## src/rtl/spi_reg_bridge.sv

```systemverilog
// SPI mode-0 slave that turns host frames (16-bit header + 16-bit data words) into
// register-bus read/write strobes, with burst address auto-increment.
module spi_reg_bridge #(
    parameter int ADDR_WIDTH = 16,
    parameter int DATA_WIDTH = 16
) (
    input  logic                  clk,
    input  logic                  reset,
    input  logic                  spi_sck,
    input  logic                  spi_ss_n,
    input  logic                  spi_mosi,
    output logic                  spi_miso,
    output logic                  spi_miso_oe,
    output logic                  bus_en,
    output logic                  bus_rd,
    output logic                  bus_wr,
    output logic [1:0]            bus_be,
    output logic [ADDR_WIDTH-1:0] bus_addr,
    output logic [DATA_WIDTH-1:0] bus_dout,
    input  logic [DATA_WIDTH-1:0] bus_din,
    output logic                  busy
);

    typedef enum logic [2:0] {
        IDLE, HEADER, WR_DATA, WR_S1, WR_S2, RD_FETCH, RD_DATA
    } state_t;

    state_t                state, state_next;
    logic [1:0]            sck_sync, ss_sync, mosi_sync;
    logic                  sck_prev;
    logic                  sck_rise, sck_fall, ss_n_s, mosi_s;
    logic [4:0]            bit_cnt;
    logic                  fetch_second;
    logic [DATA_WIDTH-1:0] shift_in, shift_out, word_next;

    // Header address field is bits[14:0]; bit 15 is the write flag and never part of the address.
    function automatic logic [ADDR_WIDTH-1:0] hdr_addr(input logic [DATA_WIDTH-1:0] hdr);
        logic [ADDR_WIDTH-1:0] a;
        a = '0;
        for (int i = 0; i < ADDR_WIDTH; i++) begin
            if (i < DATA_WIDTH - 1) a[i] = hdr[i];
        end
        return a;
    endfunction

    always_ff @(posedge clk or negedge reset) begin
        if (!reset) begin
            sck_sync  <= 2'b00;
            ss_sync   <= 2'b11;
            mosi_sync <= 2'b00;
            sck_prev  <= 1'b0;
        end else begin
            sck_sync  <= {sck_sync[0], spi_sck};
            ss_sync   <= {ss_sync[0], spi_ss_n};
            mosi_sync <= {mosi_sync[0], spi_mosi};
            sck_prev  <= sck_sync[1];
        end
    end

    assign sck_rise  = sck_sync[1] & ~sck_prev;
    assign sck_fall  = ~sck_sync[1] & sck_prev;
    assign ss_n_s    = ss_sync[1];
    assign mosi_s    = mosi_sync[1];
    assign word_next = {shift_in[DATA_WIDTH-2:0], mosi_s};

    always_comb begin
        state_next  = state;
        bus_en      = 1'b0;
        bus_rd      = 1'b0;
        bus_wr      = 1'b0;
        busy        = (state != IDLE) && (state != HEADER);
        spi_miso_oe = ((state == RD_FETCH) || (state == RD_DATA)) && !ss_n_s;
        case (state)
            IDLE:    if (!ss_n_s) state_next = HEADER;
            HEADER: begin
                if (ss_n_s)                                state_next = IDLE;
                else if (sck_rise && bit_cnt == 5'd15)     state_next = word_next[DATA_WIDTH-1] ? WR_DATA : RD_FETCH;
            end
            WR_DATA: begin
                if (ss_n_s)                                state_next = IDLE;
                else if (sck_rise && bit_cnt == 5'd15)     state_next = WR_S1;
            end
            WR_S1: begin
                bus_en     = 1'b1;
                bus_wr     = 1'b1;
                state_next = WR_S2;
            end
            WR_S2: begin
                bus_en     = 1'b1;
                state_next = ss_n_s ? IDLE : WR_DATA;
            end
            RD_FETCH: begin
                bus_en = 1'b1;
                bus_rd = 1'b1;
                if (fetch_second) state_next = ss_n_s ? IDLE : RD_DATA;
            end
            RD_DATA: begin
                if (ss_n_s)                                state_next = IDLE;
                else if (sck_fall && bit_cnt == 5'd16)     state_next = RD_FETCH;
            end
            default: state_next = IDLE;
        endcase
        bus_be = bus_en ? 2'b11 : 2'b00;
    end

    always_ff @(posedge clk or negedge reset) begin
        if (!reset) begin
            state        <= IDLE;
            bit_cnt      <= '0;
            fetch_second <= 1'b0;
            bus_addr     <= '0;
            bus_dout     <= '0;
            spi_miso     <= 1'b0;
        end else begin
            state <= state_next;
            case (state)
                IDLE: begin
                    bit_cnt      <= '0;
                    fetch_second <= 1'b0;
                    spi_miso     <= 1'b0;
                end
                HEADER: if (sck_rise) begin
                    bit_cnt <= bit_cnt + 5'd1;
                    if (bit_cnt == 5'd15) begin
                        bus_addr <= hdr_addr(word_next);
                        bit_cnt  <= '0;
                    end
                end
                WR_DATA: if (sck_rise) begin
                    bit_cnt <= bit_cnt + 5'd1;
                    if (state_next == WR_S1) bus_dout <= word_next;
                end
                WR_S2: begin
                    bus_addr <= bus_addr + ADDR_WIDTH'(1);
                    bit_cnt  <= '0;
                end
                RD_FETCH: begin
                    fetch_second <= ~fetch_second;
                    if (fetch_second) begin
                        spi_miso <= bus_din[DATA_WIDTH-1];
                        bit_cnt  <= '0;
                    end
                end
                RD_DATA: begin
                    if (sck_rise) bit_cnt <= bit_cnt + 5'd1;
                    // A fall before the first rise is the trailing edge of the previous frame.
                    if (sck_fall && bit_cnt == 5'd16)    bus_addr <= bus_addr + ADDR_WIDTH'(1);
                    else if (sck_fall && bit_cnt != '0)  spi_miso <= shift_out[DATA_WIDTH-1];
                end
                default: ;
            endcase
        end
    end

    always_ff @(posedge clk) begin
        if ((state == HEADER || state == WR_DATA) && sck_rise)
            shift_in <= word_next;
        if (state == RD_FETCH && fetch_second)
            shift_out <= {bus_din[DATA_WIDTH-2:0], 1'b0};
        else if (state == RD_DATA && sck_fall && bit_cnt != '0 && bit_cnt != 5'd16)
            shift_out <= {shift_out[DATA_WIDTH-2:0], 1'b0};
    end

endmodule
```

## config.mk

```make
export PLATFORM = sky130hd
export DESIGN_NAME = spi_reg_bridge
export DESIGN_NICKNAME = d
export VERILOG_FILES = /design/src/rtl/spi_reg_bridge.sv
export SDC_FILE = /design/constraint.sdc
export NUM_CORES = 1
export LEC_CHECK = 0
export CORE_ASPECT_RATIO = 1.2
export CORE_UTILIZATION = 48
export CTS_CLUSTER_DIAMETER = 120
export DETAILED_ROUTE_END_ITERATION = 10
export GPL_ROUTABILITY_DRIVEN = 0
export HOLD_SLACK_MARGIN = 0.12
export PLACE_DENSITY_LB_ADDON = 0.25
export SETUP_SLACK_MARGIN = 0.4
export SLEW_MARGIN = 20
export SYNTH_ARGS = -nofsm -noshare
export SYNTH_HDL_FRONTEND = slang
export SYNTH_SLANG_ARGS = --single-unit
```

## constraint.sdc

```tcl
create_clock -name clk -period 2.38 [get_ports clk]
set_input_delay 0.476 -clock clk [delete_from_list [all_inputs] [get_ports clk]]
set_output_delay 0.476 -clock clk [all_outputs]
set_load 0.1 [all_outputs]
```

======== Word level (Yosys, flattened, before mapping) ========
Index checks and enable logic that the tools add are counted.
word-level totals
  register bits after elaboration ......... 79
  input bits .............................. 21
  output and inout bits ................... 40
  logic and storage cells ................. 97
operators by class
  $add $sub $neg .......................... 2
  equal/unequal tests ..................... 18
  muxes and demuxes ....................... 32
  bitwise gates (word level) .............. 5
  reduce and logical (&&, ||, !) cells .... 28
operator list
  cell                                                   number
  2-to-1 mux 16 bit                                      5
  case mux 16 bit (3 select lines)                       1
  2-to-1 mux 3 bit                                       10
  case mux 3 bit (7 select lines)                        1
  2-to-1 mux 5 bit                                       4
  case mux 5 bit (4 select lines)                        1
  adder 16 x 1 -> 16 bit, second input constant          1
  AND reduction 4 bit                                    3
  logical AND 1 bit                                      10
  == test 3 x 2 -> 1 bit, second input constant          3
  == test 3 bit, second input constant                   3
  nonzero test 3 bit                                     3
  inequality test 2 bit, second input constant           4
  2-to-1 mux 1 bit                                       6
  inequality test 2 x 1 -> 1 bit, second input constant  3
  adder 5 x 1 -> 5 bit, second input constant            1
  == test 5 x 4 -> 1 bit, second input constant          1
  == test 5 bit, second input constant                   1
  inequality test 5 bit, second input constant           1
  nonzero test 5 bit                                     1
  2-to-1 mux 2 bit                                       2
  nonzero test 2 bit                                     2
  nonzero test 4 bit                                     1
  OR reduction 2 bit                                     2
  other kinds (11)                                       15

======== Longest topological paths before layout ========
Gate-level depths: netlist (run 1).
  word-level depth ........................ 8
  mapped depth ............................ 8
  depth with buffers taken out ............ 7

======== Worst setup path after synthesis (run 1) ========
OpenSTA, ideal clock, no wires.
  path kind ............................... register to output
  from .................................... reg state[0]
  to ...................................... out spi_miso_oe
  arrival time ............................ 3.126 ns
  data required time ...................... 1.904 ns
  path slack .............................. -1.222 ns
  stages on the path, launching flop included .. 5
  buffers on the path ..................... 1
  cell sequence ........................... dfrtp_1 buf_2 nor2b_1 nor2_1 nor3b_1
on the way
  word-level cells in the longest chain between the ends .. 3
RTL lines
  element                 RTL line  RTL
  from (decl)             28        state_t state, state_next;
  from (signal assigned)  115       state <= state_next;
  == test 3 bit           72        spi_miso_oe = ((state == RD_FETCH) || (state == RD_DATA)) && !ss_n_s;
  logical OR 1 bit *      72
  logical AND 1 bit *     72
  to (decl)               13        output logic spi_miso_oe,
Mark *: on every way between the ends. The rest lies on a longest branch, timed or not.

======== Final worst setup path (run 1) ========
Ends and elaborated chain as after synthesis.

==> qor.txt, run 1 <==
Vias = 2948
Synth Area in Simple Gates = 14.6%
Period minus WS final = 2050 ps
Critical path class = flip-flop to output pin
First-pass GRT wire length = 14100 um
Total congestion overflow = 0
Htree depth = 3
Post-layout util = 68.5%
TritonCTS Buffers = 9
Syn avg cell area = 11.9 um^2
Period utilisation layout = 86.3%
Peak supply drop = 0.452 mV
Final #Nets = 425
Min-Delay Path Class = input port to asynchronous set/reset pin
DRC Markers = 0
Final hold violations = 0
Area Overhead vs Synth = 36.0%
Synthesized Nets = 340
Seq cells post-synth = 79
Largest family of logic cells by synthesized area = simple AND/OR/NAND/NOR gates
Commonest non-fill, non-tap cell in the layout = buf_4
Mapped Area = 0.00373 mm^2
Share of cells above drive strength 1 = 42.7%
Clock transition at path regs = 80 ps
Critical path, cell by cell = buf_6 > nor2b_4 > nor2_4 > nor3b_4 > buf_12
Largest area contributor in the netlist = dfrtp_1
ANT cells = 0
Startpoint Class = flip-flop
Crit path max fanout = 5
Top delay family on crit path = flip-flops
# IOs = 61
Main synth FF type = dfrtp_1
Slew HR = 45.1%
Die Ht = 98.5 um
CTS tree = done
Drt via density = 5.98
Worst path max stage delay = 460 ps
Pwr Density = 534 mW/mm^2
Leak pwr = 2.10 nW
Skew final = 12.3 ps
Share of synthesized registers carrying an async set or reset = 62.0%
Sink Count = 79
DR iter-0 viols = 229
Top-area cell type share of the netlist area = 31.5%
Peak Freq = 0.487 GHz
Status = finished clean
Pin count of the biggest net entering global routing = 37
Maxcap violations = 0
Core area = 0.00740 mm^2
Adder-Cell Fraction of Synth Area = 2.01%
Die ar. = 0.00813 mm^2
Slowest cell on crit path = dfrtp_2
Vias in the first global route = 2788
Critical Path Sink Type = output pin
Post-synthesis compound-gate area fraction = 11.7%
WP data arrival = 1580 ps
Site row count = 34
Least-Margin Pin Slew = 824 ps
Die W = 82.5 um
Cell Count, Final, Fillers Out = 493
Synth cell types = 56
Routed Antenna Nets = 0
EDFF count, synth = 30
Drt total wl = 8960 um
Worst path required time = 1900 ps
DR pass1 iterations = 5
WL per Instance = 18.2 um
Most frequent cells in the layout = 59 x buf_4, 32 x mux2_2, 30 x dfrtp_1, 30 x edfxtp_1, 19 x clkdlybuf4s50_1
Port Buffers = 60
Root buffer cell = clkbuf_8
Largest cells by area after synthesis = dfrtp_1 32%, edfxtp_1 24%, mux2_2 9.7%, nor2_1 2.1%, ha_1 2.0%
Pins Over Slew Limit = 0
Setup violators final = 0
Total track usage = 23.4%
CP bufs+invs = 2
Synth warn = 0
Initial antenna violation count = 0
Register area share after synthesis = 57.1%
Unrepaired setup endpoints after global routing = yes
Worst skew pair latency = 360 ps
Mux share of post-synthesis cell area = 10.9%
Inst Count DP = 461
Setup TNS = 0 ps
Mapped Cells = 313
Synth Area in XOR/XNOR = 0%
Clock tree buffer depth = 2
DP HPWL = 6010 um
Initial Utilization = 50.4%
## layout make-up
cell class | instances | area [um^2]
fillers | 547 | 2330
flip-flops and latches | 79 | 2180
multi-input cells | 202 | 1660
repair buffers | 91 | 843
clock buffers | 10 | 128
well taps | 90 | 113
clock inverters | 6 | 92.6
inverters | 15 | 60.1
## state kept, by name, indices dropped and copies added (netlist names)
| signal | flops |
|---|---|
| bit_cnt | 5 |
| bus_addr | 16 |
| bus_dout | 16 |
| fetch_second | 1 |
| mosi_sync | 2 |
| sck_prev | 1 |
| sck_sync | 2 |
| shift_in | 15 |
| shift_out | 15 |
| spi_miso | 1 |
| ss_sync | 2 |
| state | 3 |
## Yosys cell counts, types with 8 or more instances
cell type / count
clkbuf_1: 8
dfrtp_1: 47
mux2_2: 32
edfxtp_1: 30
a21oi_1: 10
inv_1: 15
nor3_1: 8
nand2_1: 15
o21ai_0: 10
nand3_1: 11
o22ai_1: 10
nor2_1: 21
## worst register-to-register path: stages (launching register included)
cell     delay (ps)
dfrtp_2         460
or3b_4          440
nor2_2          140
and3_1          230
buf_6           200
mux2_2          360
## power breakdown
| group | switching (mW) | total (mW) | internal (mW) |
|---|---|---|---|
| sequential | 0.0191 | 1.44 | 1.42 |
| combinational | 0.0779 | 0.158 | 0.0804 |
| clock | 0.509 | 1.11 | 0.598 |
| total | 0.606 | 2.71 | 2.10 |
## worst paths after layout
path | end | cells past startpoint | slack, ps | from
worst max-delay path | spi_miso_oe | 5 | 330 | state[0]$_DFF_PN0_
worst min-delay path | bit_cnt[2]$_DFFE_PN0P_ | 1 | 210 | reset
worst max register to register | bus_dout[5]$_DFFE_PN0P_ | 5 | 440 | state[2]$_DFF_PN0_
worst min register to register | sck_sync[1]$_DFF_PN0_ | 0 | 350 | sck_sync[0]$_DFF_PN0_
max in group asynchronous | bus_dout[13]$_DFFE_PN0P_ | 2 | 1520 | reset
min in group clk | sck_sync[1]$_DFF_PN0_ | 0 | 350 | sck_sync[0]$_DFF_PN0_
## per-stage QoR
stage	worst slack, ps	instance area, um^2	power (mW)	hold WS [ps]
finish	326	5070	2.71	211
global route	260	5070	2.80	280
global placement	359	4570	1.60	332
CTS	319	4910	2.72	233
detailed placement	285	4570	1.60	337
floorplan	273	3860	1.53	180
## routing by layer
layer  GRT usage, %  vias up  wire length, um
li1               -     1337                -
met1           31.6     1453             3660
met2           36.6      131             4530
met3           3.98       27              455
met4           10.8        0              316
met5              0        -                0
## kinds of logic after synthesis
kind of cell             count (synthesis)
multiplexers                            36
AO/OA/AOI/OAI                           63
buffers and inverters                   32
flip-flops                              79
AND/OR/NAND/NOR                         97
adder cells (fa/ha/maj)                  6
## timing repair
item,in CTS,in global routing
resized for setup,13,21
pin swaps,2,4
hold buffers,0,0
gates cloned,1,0
buffers inserted,8,7
hold endpoints to repair,0,0
setup endpoints to repair,30,55
Note: power is estimated with default switching activity, not from simulation.
==> inputs of run 2 (changes only) <==
--- a/config.mk
+++ b/config.mk
@@ -6,8 +6,9 @@
 export NUM_CORES = 1
 export LEC_CHECK = 0
 export CORE_ASPECT_RATIO = 1.2
-export CORE_UTILIZATION = 48
+export CORE_UTILIZATION = 45
 export CTS_CLUSTER_DIAMETER = 120
+export CTS_CLUSTER_SIZE = 25
 export DETAILED_ROUTE_END_ITERATION = 10
 export GPL_ROUTABILITY_DRIVEN = 0
 export HOLD_SLACK_MARGIN = 0.12
==> qor.txt, run 2 (synthesis results as in run 1) <==
Hold WS = 101 ps
Pins Over Slew Limit = 0
Site row count = 36
Peak Freq = 0.483 GHz
Critical path class = flip-flop to output pin
Crit path max fanout = 5
First-pass GRT wire length = 13900 um
Worst skew pair latency = 350 ps
Sink Count = 79
Total track usage = 21.3%
DRC Markers = 0
Power, Total = 2.44 mW
Setup violators final = 0
Pwr Density = 490 mW/mm^2
Post-layout util = 61.8%
Die ar. = 0.00866 mm^2
DR pass1 iterations = 5
Drt via density = 5.81
Port Buffers = 60
Hold bufs inserted after CTS = 0
FILL cells = 632
Initial antenna violation count = 0
CTS tree = done
Peak supply drop = 0.333 mV
Inst Count DP = 468
Top Registers = bus_addr (16), bus_dout (16)
Total congestion overflow = 0
DR iter-0 viols = 128
Vias in the first global route = 2779
Vias = 2853
Die W = 85.1 um
Least-Margin Pin Slew = 548 ps
Maxcap violations = 0
Skew final = 13.5 ps
WL per Instance = 18.1 um
# IOs = 61
Leak pwr = 2.06 nW
TritonCTS Buffers = 9
Slew HR = 63.5%
Design area = 0.00498 mm^2
Final hold violations = 0
Cell Count, Final, Fillers Out = 491
ANT cells = 0
Pin count of the biggest net entering global routing = 24
Setup TNS = 0 ps
Period minus WS final = 2070 ps
Clock tree buffer depth = 2
Root buffer cell = clkbuf_8
Drt total wl = 8870 um
Period utilisation layout = 87.0%
Unrepaired setup endpoints after global routing = yes
Clock transition at path regs = 80 ps
Critical Path Sink Type = output pin
Commonest non-fill, non-tap cell in the layout = buf_4
Initial Utilization = 46.2%
Die Ht = 102 um
Share of cells above drive strength 1 = 42.7%
Area Overhead vs Synth = 33.6%
Core area = 0.00806 mm^2
WP data arrival = 1590 ps
Post-DP Area = 0.00459 mm^2
Startpoint Class = flip-flop
Worst path required time = 1900 ps
Final WS setup = 310 ps
DP HPWL = 6070 um
DP Worst Slack = 217 ps
Routed Antenna Nets = 0
Most frequent cells in the layout = 53 x buf_4, 32 x mux2_2, 30 x dfrtp_1, 30 x edfxtp_1, 19 x clkdlybuf4s50_1
Htree depth = 3
Final #Nets = 418
Min-Delay Path Class = input port to asynchronous set/reset pin
Status = finished clean
-- run 2: worst paths after layout --
kind	end	slack, ps	depth (start not counted)	startpoint
min	bus_addr[10]$_DFFE_PN0P_	100	1	reset
max reg2reg	bus_addr[5]$_DFFE_PN0P_	350	7	bit_cnt[0]$_DFFE_PN0P_
max	spi_miso_oe	310	5	state[0]$_DFF_PN0_
min in group clk	mosi_sync[1]$_DFF_PN0_	340	0	mosi_sync[0]$_DFF_PN0_
max in group asynchronous	bus_dout[9]$_DFFE_PN0P_	1520	3	reset
min reg2reg	mosi_sync[1]$_DFF_PN0_	340	0	mosi_sync[0]$_DFF_PN0_
-- run 2: worst max-delay path, stage by stage, from the launching register on --
cell and delay (ps):
dfrtp_2 460, buf_8 140, nor2b_4 140, nor2_4 50, nor3b_4 240, buf_12 210
-- run 2: cell type report --
class / count / area, um^2 / share of cell area [%]
sequential: 79 / 2180 / 43.7
multi-input combinational: 202 / 1690 / 33.8
timing repair buffer: 84 / 782 / 15.7
clock buffer: 12 / 135 / 2.71
tap: 95 / 119 / 2.39
inverter: 15 / 60.1 / 1.21
clock inverter: 4 / 25.0 / 0.502
-- run 2: power breakdown --
group	switching, mW	total [mW]	internal, mW
Sequential	0.0222	1.45	1.43
Combinational	0.0733	0.148	0.0744
Clock	0.470	0.846	0.376
Total	0.566	2.44	1.88
-- run 2: timing repair --
action	4_1_cts	5_1_grt
gates resized for setup	12	31
pin swaps	2	15
setup buffers	4	3
setup endpoints to repair	37	38
-- run 2: metal layers --
metal	track usage, %	wire (um)	vias up
li1	-	-	1328
met1	27.5	3710	1399
met2	33.9	4440	105
met3	3.34	470	21
met4	13.8	250	0
met5	0	0	-
==> inputs of run 3 (changes only) <==
--- a/config.mk
+++ b/config.mk
@@ -8,7 +8,7 @@
 export CORE_ASPECT_RATIO = 1.2
 export CORE_UTILIZATION = 45
 export CTS_CLUSTER_DIAMETER = 120
-export CTS_CLUSTER_SIZE = 25
+export CTS_CLUSTER_SIZE = 28
 export DETAILED_ROUTE_END_ITERATION = 10
 export GPL_ROUTABILITY_DRIVEN = 0
 export HOLD_SLACK_MARGIN = 0.12
==> results of run 3 <==
Final layout, timing and power as in run 2 (identical DEF).
==> RTL edit 1, RTL diff (flow settings as in run 3) <==
Change the parameter `DATA_WIDTH` from 16 to 32.
--- a/src/rtl/spi_reg_bridge.sv
+++ b/src/rtl/spi_reg_bridge.sv
@@ -3,5 +3,5 @@
 module spi_reg_bridge #(
     parameter int ADDR_WIDTH = 16,
-    parameter int DATA_WIDTH = 16
+    parameter int DATA_WIDTH = 32
 ) (
     input  logic                  clk,
Ports: changed (resized bus_din and bus_dout); port bits go from 61 to 93. The function was not compared with the original's and may differ.
==> RTL edit 1 against run 3 <==
Die area is 48% higher; total power increased by 100%; largest cell class unchanged; register-to-register slack lost 180 ps; count of clock-buffer cells in the layout increased by 8; worst hold slack better by 250 ps; core utilization grew 3.1 points; largest power group is now clock; wire length is 45% higher; sequential cell count grew 48; final area up 57%; synthesized area is 49% higher; setup slack lost 140 ps; sequential power rose by 61%; non-clock buffer count rose by 59; critical endpoint is now bus_dout[7]$_DFFE_PN0P_; maximum frequency fell by 6.5%.
==> RTL edit 1: results (changes against run 3) <==
- Reg-to-reg endpoint: bus_dout[7]$_DFFE_PN0P_
- # port buffers: 92 (+53%)
- Fill cell count: 886 (+40%)
- Netlist cell types: 55 (-1.8%)
- Asr flop ratio synth: 0.512 (-0.108)
- Clk root buf: clkbuf_16
- Top_reg_cell synth: dfrtp_1
- Post-place setup slack: 46.9 ps (-170 ps)
- Worst Reg-to-Reg Cells: 7 (unchanged)
- Largest regs: bus_dout: 32 flops, shift_in: 31 flops, shift_out: 31 flops
- Most frequent cells after synthesis: dfrtp_1 (63), edfxtp_1 (62), mux2_2 (62)
- FF-to-FF setup slack: 170 ps (-180 ps)
- Post-DP HPWL: 7.69 mm (+27%)
- Nets: 582 (+39%)
- EDFF count, synth: 62 (+110%)
- Pleak: 3.31 nW (+61%)
- Worst Path Arrival: 2500 ps (+910 ps)
- Final Cycle Share: 0.930 (+0.0600)
- Finished Core Util: 0.649 (+0.0313)
- Normalized max-slew margin: 0.659 (+0.0238)
- Syn nets: 448 (+32%)
- Maximum vdd drop: 413 µV (+24%)
- Antenna violations before repair: 0 (unchanged)
- Initial drt markers: 304 (+140%)
- CTS Sinks: 127 (+61%)
- Worst setup endpoint: bus_dout[7]$_DFFE_PN0P_
- Synth top area cells: edfxtp_1 (33%), dfrtp_1 (28%), mux2_2 (13%)
- DP Cell Count: 647 (+38%)
- Dpl cell area: 6740 µm² (+47%)
- N_diodes: 0 (unchanged)
- CTS Buffer Depth: 2 (unchanged)
- Worst hold path cell count: 0
- CTS H-tree lvls: 4 (+1)
- Share of cells above drive strength 1: 0.466 (+0.0388)
- Final Instance Count excl. Fillers: 713 (+45%)
- Setup Skew: 7.34 ps (-6.18 ps)
- Vias in the first global route: 3904 (+40%)
- Vias: 3954 (+39%)
- CP Launch Point: bit_cnt[0]$_DFFE_PN0P_
- Routed WL: 12.9 mm (+45%)
- Global-route wire length before repair: 19.8 mm (+42%)
- Sequential area share after synthesis: 0.628 (+0.0565)
- Status: completed
- Total Routing Usage GR: 0.209 (-0.00443)
- Synthesis warning total: 0 (unchanged)
- CP max FO: 8 (+3)
- Inserted Clock Buffers: 17 (+8)
- DRT antenna net count: 0 (unchanged)
- Clock Latency Late Sink: 410 ps (+60 ps)
- Syn avg cell area: 13.7 µm² (+15%)
- Pin count of the biggest net entering global routing: 47 (+96%)
- Hold crit path type: register to register
- CTS clk-pin slew, worst paths: 60 ps (-20 ps)
- 1st-pass router iterations: 4 (-1)
## RTL edit 1: cell count changes after synthesis, sizes merged, moves of 7 or more
cell | run 3 | this run
nor2 | 21 | 10
edfxtp | 30 | 62
mux2 | 33 | 64
o22a | 0 | 7
clkbuf | 8 | 15
inv | 15 | 8
dfrtp | 47 | 63
## RTL edit 1: cells by family (layout without fill, tap and decap cells)
group | count (synthesis) | after routing | share of synthesized area
mux | 67 | 67 | 0.135
fa+ha+maj | 6 | 6 | 0.0135
flops | 127 | 127 | 0.628
simple gates | 92 | 92 | 0.0949
buf+inv | 36 | 183 | 0.0297
compound gates | 77 | 77 | 0.0992
## RTL edit 1: stage by stage
| step | power [mW] | hold slack [ps] |
|---|---|---|
| final | 4.99 | 353 |
| after global routing | 5.13 | 361 |
| after CTS | 5.02 | 356 |
| after detailed placement | 2.54 | 339 |
| after global placement | 2.53 | 333 |
| after floorplan | 2.43 | 180 |
## RTL edit 1: how the worst min path moves through the flow
stage                                      start                endpoint  slack [ps]
after floorplan                            reset  bit_cnt[0]$_DFFE_PN0P_         180
after CTS                  sck_sync[0]$_DFF_PN0_   sck_sync[1]$_DFF_PN0_         360
final                      sck_sync[0]$_DFF_PN0_   sck_sync[1]$_DFF_PN0_         350
after global routing       sck_sync[0]$_DFF_PN0_   sck_sync[1]$_DFF_PN0_         360
after detailed placement   sck_sync[0]$_DFF_PN0_   sck_sync[1]$_DFF_PN0_         340
after global placement    mosi_sync[0]$_DFF_PN0_  mosi_sync[1]$_DFF_PN0_         330
## RTL edit 1: worst max-delay path, cell delays in order (launching register included)
cell	delay (ps)
dfrtp_1	360
ha_2	200
and3_4	200
ha_4	130
nand3b_1	110
or4b_4	600
buf_12	190
mux2_4	290
## RTL edit 1: repair_timing
item / in CTS / in global routing
buffers inserted: 19 / 9
setup endpoints to repair: 88 / 89
hold endpoints to repair: 19 / 0
cloned: 4 / 1
pin swaps: 12 / 11
hold buffers: 1 / 0
resized for setup: 36 / 16
## RTL edit 1: per-layer routing
metal,up-vias,track usage,wire [µm]
met5,-,0,0
met4,0,0.0766,158
met3,15,0.0701,996
met2,151,0.329,6370
met1,1981,0.268,5360
li1,1807,-,-
## RTL edit 1: power by group
group / switching, mW / leakage, nW / total [mW] / internal (mW)
registers: 0.0162 / 1.43 / 2.33 / 2.31
clock network: 0.955 / 0.277 / 2.45 / 1.49
logic: 0.0896 / 1.61 / 0.208 / 0.119
## RTL edit 1: final cells by class
type / instances / share of cell area
Inverter: 8 / 0.00384
Sequential cell: 127 / 0.448
Multi-Input combinational cell: 242 / 0.269
Clock buffer: 20 / 0.0583
Tap cell: 161 / 0.0257
Timing Repair Buffer: 143 / 0.181
Clock inverter: 12 / 0.0141
==> RTL edit 2, RTL diff (settings of run 3) <==
Without the edit above. Re-encode `state_t` (7 states) as one-hot, 7 bits wide.
--- a/src/rtl/spi_reg_bridge.sv
+++ b/src/rtl/spi_reg_bridge.sv
@@ -22,6 +22,6 @@
 );
 
-    typedef enum logic [2:0] {
-        IDLE, HEADER, WR_DATA, WR_S1, WR_S2, RD_FETCH, RD_DATA
+    typedef enum logic [6:0] {
+        IDLE = 7'b0000001, HEADER = 7'b0000010, WR_DATA = 7'b0000100, WR_S1 = 7'b0001000, WR_S2 = 7'b0010000, RD_FETCH = 7'b0100000, RD_DATA = 7'b1000000
     } state_t;
 
Check against the original RTL: same outputs for any inputs over 10 cycles, from zero or initial values and one cycle with reset low; not proved beyond that.
==> RTL edit 2 against run 3 <==
The flow now finishes with violations (setup timing); wire length rose by 26%; setup slack got worse by 530 ps; sequential cell count rose by 4; synthesized area rose by 4.5%; count of clock-buffer cells in the layout fell by 2; critical path depth fell by 1; final area rose by 19%; critical endpoint is now bus_be[1]; critical path type unchanged.
Power is not compared: it rests on default switching activity, and its combinational part moved more than twofold at a synthesized area within 25%.
==> RTL edit 2: results (changes against run 3) <==
- Status: finished with violations
- Violated checks: setup timing
- Asr flop ratio synth: 0.639 (+0.0183)
- XOR/XNOR share of the synthesized area: 0.00899 (+0.00899)
- Final setup viols: 5 (+5)
- Initial drt markers: 176 (+38%)
- Setup Skew: 13.2 ps (-0.293 ps)
- CP max stage delay: 540 ps (+80 ps)
- Post-CTS resize count: 75 (+63)
- FF-to-FF setup slack: 110 ps (-240 ps)
- CP max FO: 3 (-2)
- Reg-to-reg endpoint: bus_addr[7]$_DFFE_PN0P_
- Syn nets: 378 (+11%)
- Nets: 495 (+18%)
- Post-CTS Hold Buffers: 1 (+1)
- Global-route wire length before repair: 17.0 mm (+22%)
- Delay-heaviest family, CP: simple AND/OR/NAND/NOR gates
- Normalized max-slew margin: 0.621 (-0.0136)
- Setup WS post-layout: -223 ps (-533 ps)
- Post-Synth Adder-Cell Area: 0.0161 (-0.00408)
- Slowest CP cell: or4_4
- Syn avg cell area: 11.1 µm² (-7.1%)
- DP Cell Count: 523 (+12%)
- RR Startpoint: state[2]$_DFF_PN0_
- Most frequent cells after synthesis: nand2_1 (59), dfrtp_1 (50), edfxtp_1 (30)
- Worst Reg-to-Reg Cells: 9 (+2)
- Fill cell count: 553 (-13%)
- Mux share of post-synthesis cell area: 0.0488 (-0.0599)
- Vias: 3350 (+17%)
- Share of cells above drive strength 1: 0.527 (+0.101)
- Final Instance Count excl. Fillers: 588 (+20%)
- Clock Latency Late Sink: 380 ps (+30 ps)
- Post-synthesis compound-gate area fraction: 0.122 (+0.00489)
==> RTL edit 2: cell count changes in the layout (fill, tap and decap cells not counted), sizes merged, moves of 7 or more <==
cell,change
nand2,+45
buf,+40
mux2,-17
a21oi,+12
nand3,-7
==> RTL edit 2: routing by layer <==
layer	GRT usage	wire length [µm]	vias up
li1	-	-	1522
met1	0.303	4570	1683
met2	0.408	5780	115
met3	0.0381	441	30
met4	0.131	425	0
met5	0	0	-
==> RTL edit 2: power by group through the flow <==
stage | logic (mW) | registers, mW | clock network, mW
final | 2.79 | 1.99 | 1.04
after global routing | 2.91 | 2.02 | 1.12
after floorplan | 0.925 | 2.79 | 0
after detailed placement | 2.25 | 1.98 | 0
after global placement | 2.21 | 1.96 | 0
after CTS | 2.55 | 1.97 | 1.04
==> RTL edit 2: cell families after synthesis <==
kind of cell / after synthesis
muxes: 17
buffers and inverters: 31
AOI/OAI and AO/OA: 69
and+or+nand+nor: 143
adders and majority gates: 5
xor gates and xnor gates: 4
DFF: 83
==> RTL edit 2: per-stage QoR <==
step	setup TNS, ps	hold slack (ps)	worst slack, ps
after detailed placement	0	345	91.6
after CTS	-817	363	-227
final	-777	362	-223
after floorplan	-160	180	-80.2
after global placement	0	336	126
after global routing	-1080	366	-262
==> RTL edit 2: area by class of cell <==
cell class	instances	area, µm²	area share
Inverter	9	33.8	0.00571
Clock buffer	10	149	0.0252
Multi-Input combinational cell	240	2020	0.342
Timing Repair Buffer	126	1260	0.213
Tap cell	114	143	0.0241
Clock inverter	6	52.6	0.00888
Sequential cell	83	2260	0.381
==> RTL edit 2: worst register-to-register path, cell delays in order, from the launching register on <==
cell and delay (ps):
dfrtp_1 420, buf_6 140, buf_6 110, buf_6 100
or3b_4 400, or3_4 430, o211ai_1 100, buf_4 210
o21bai_1 130, a22o_1 160
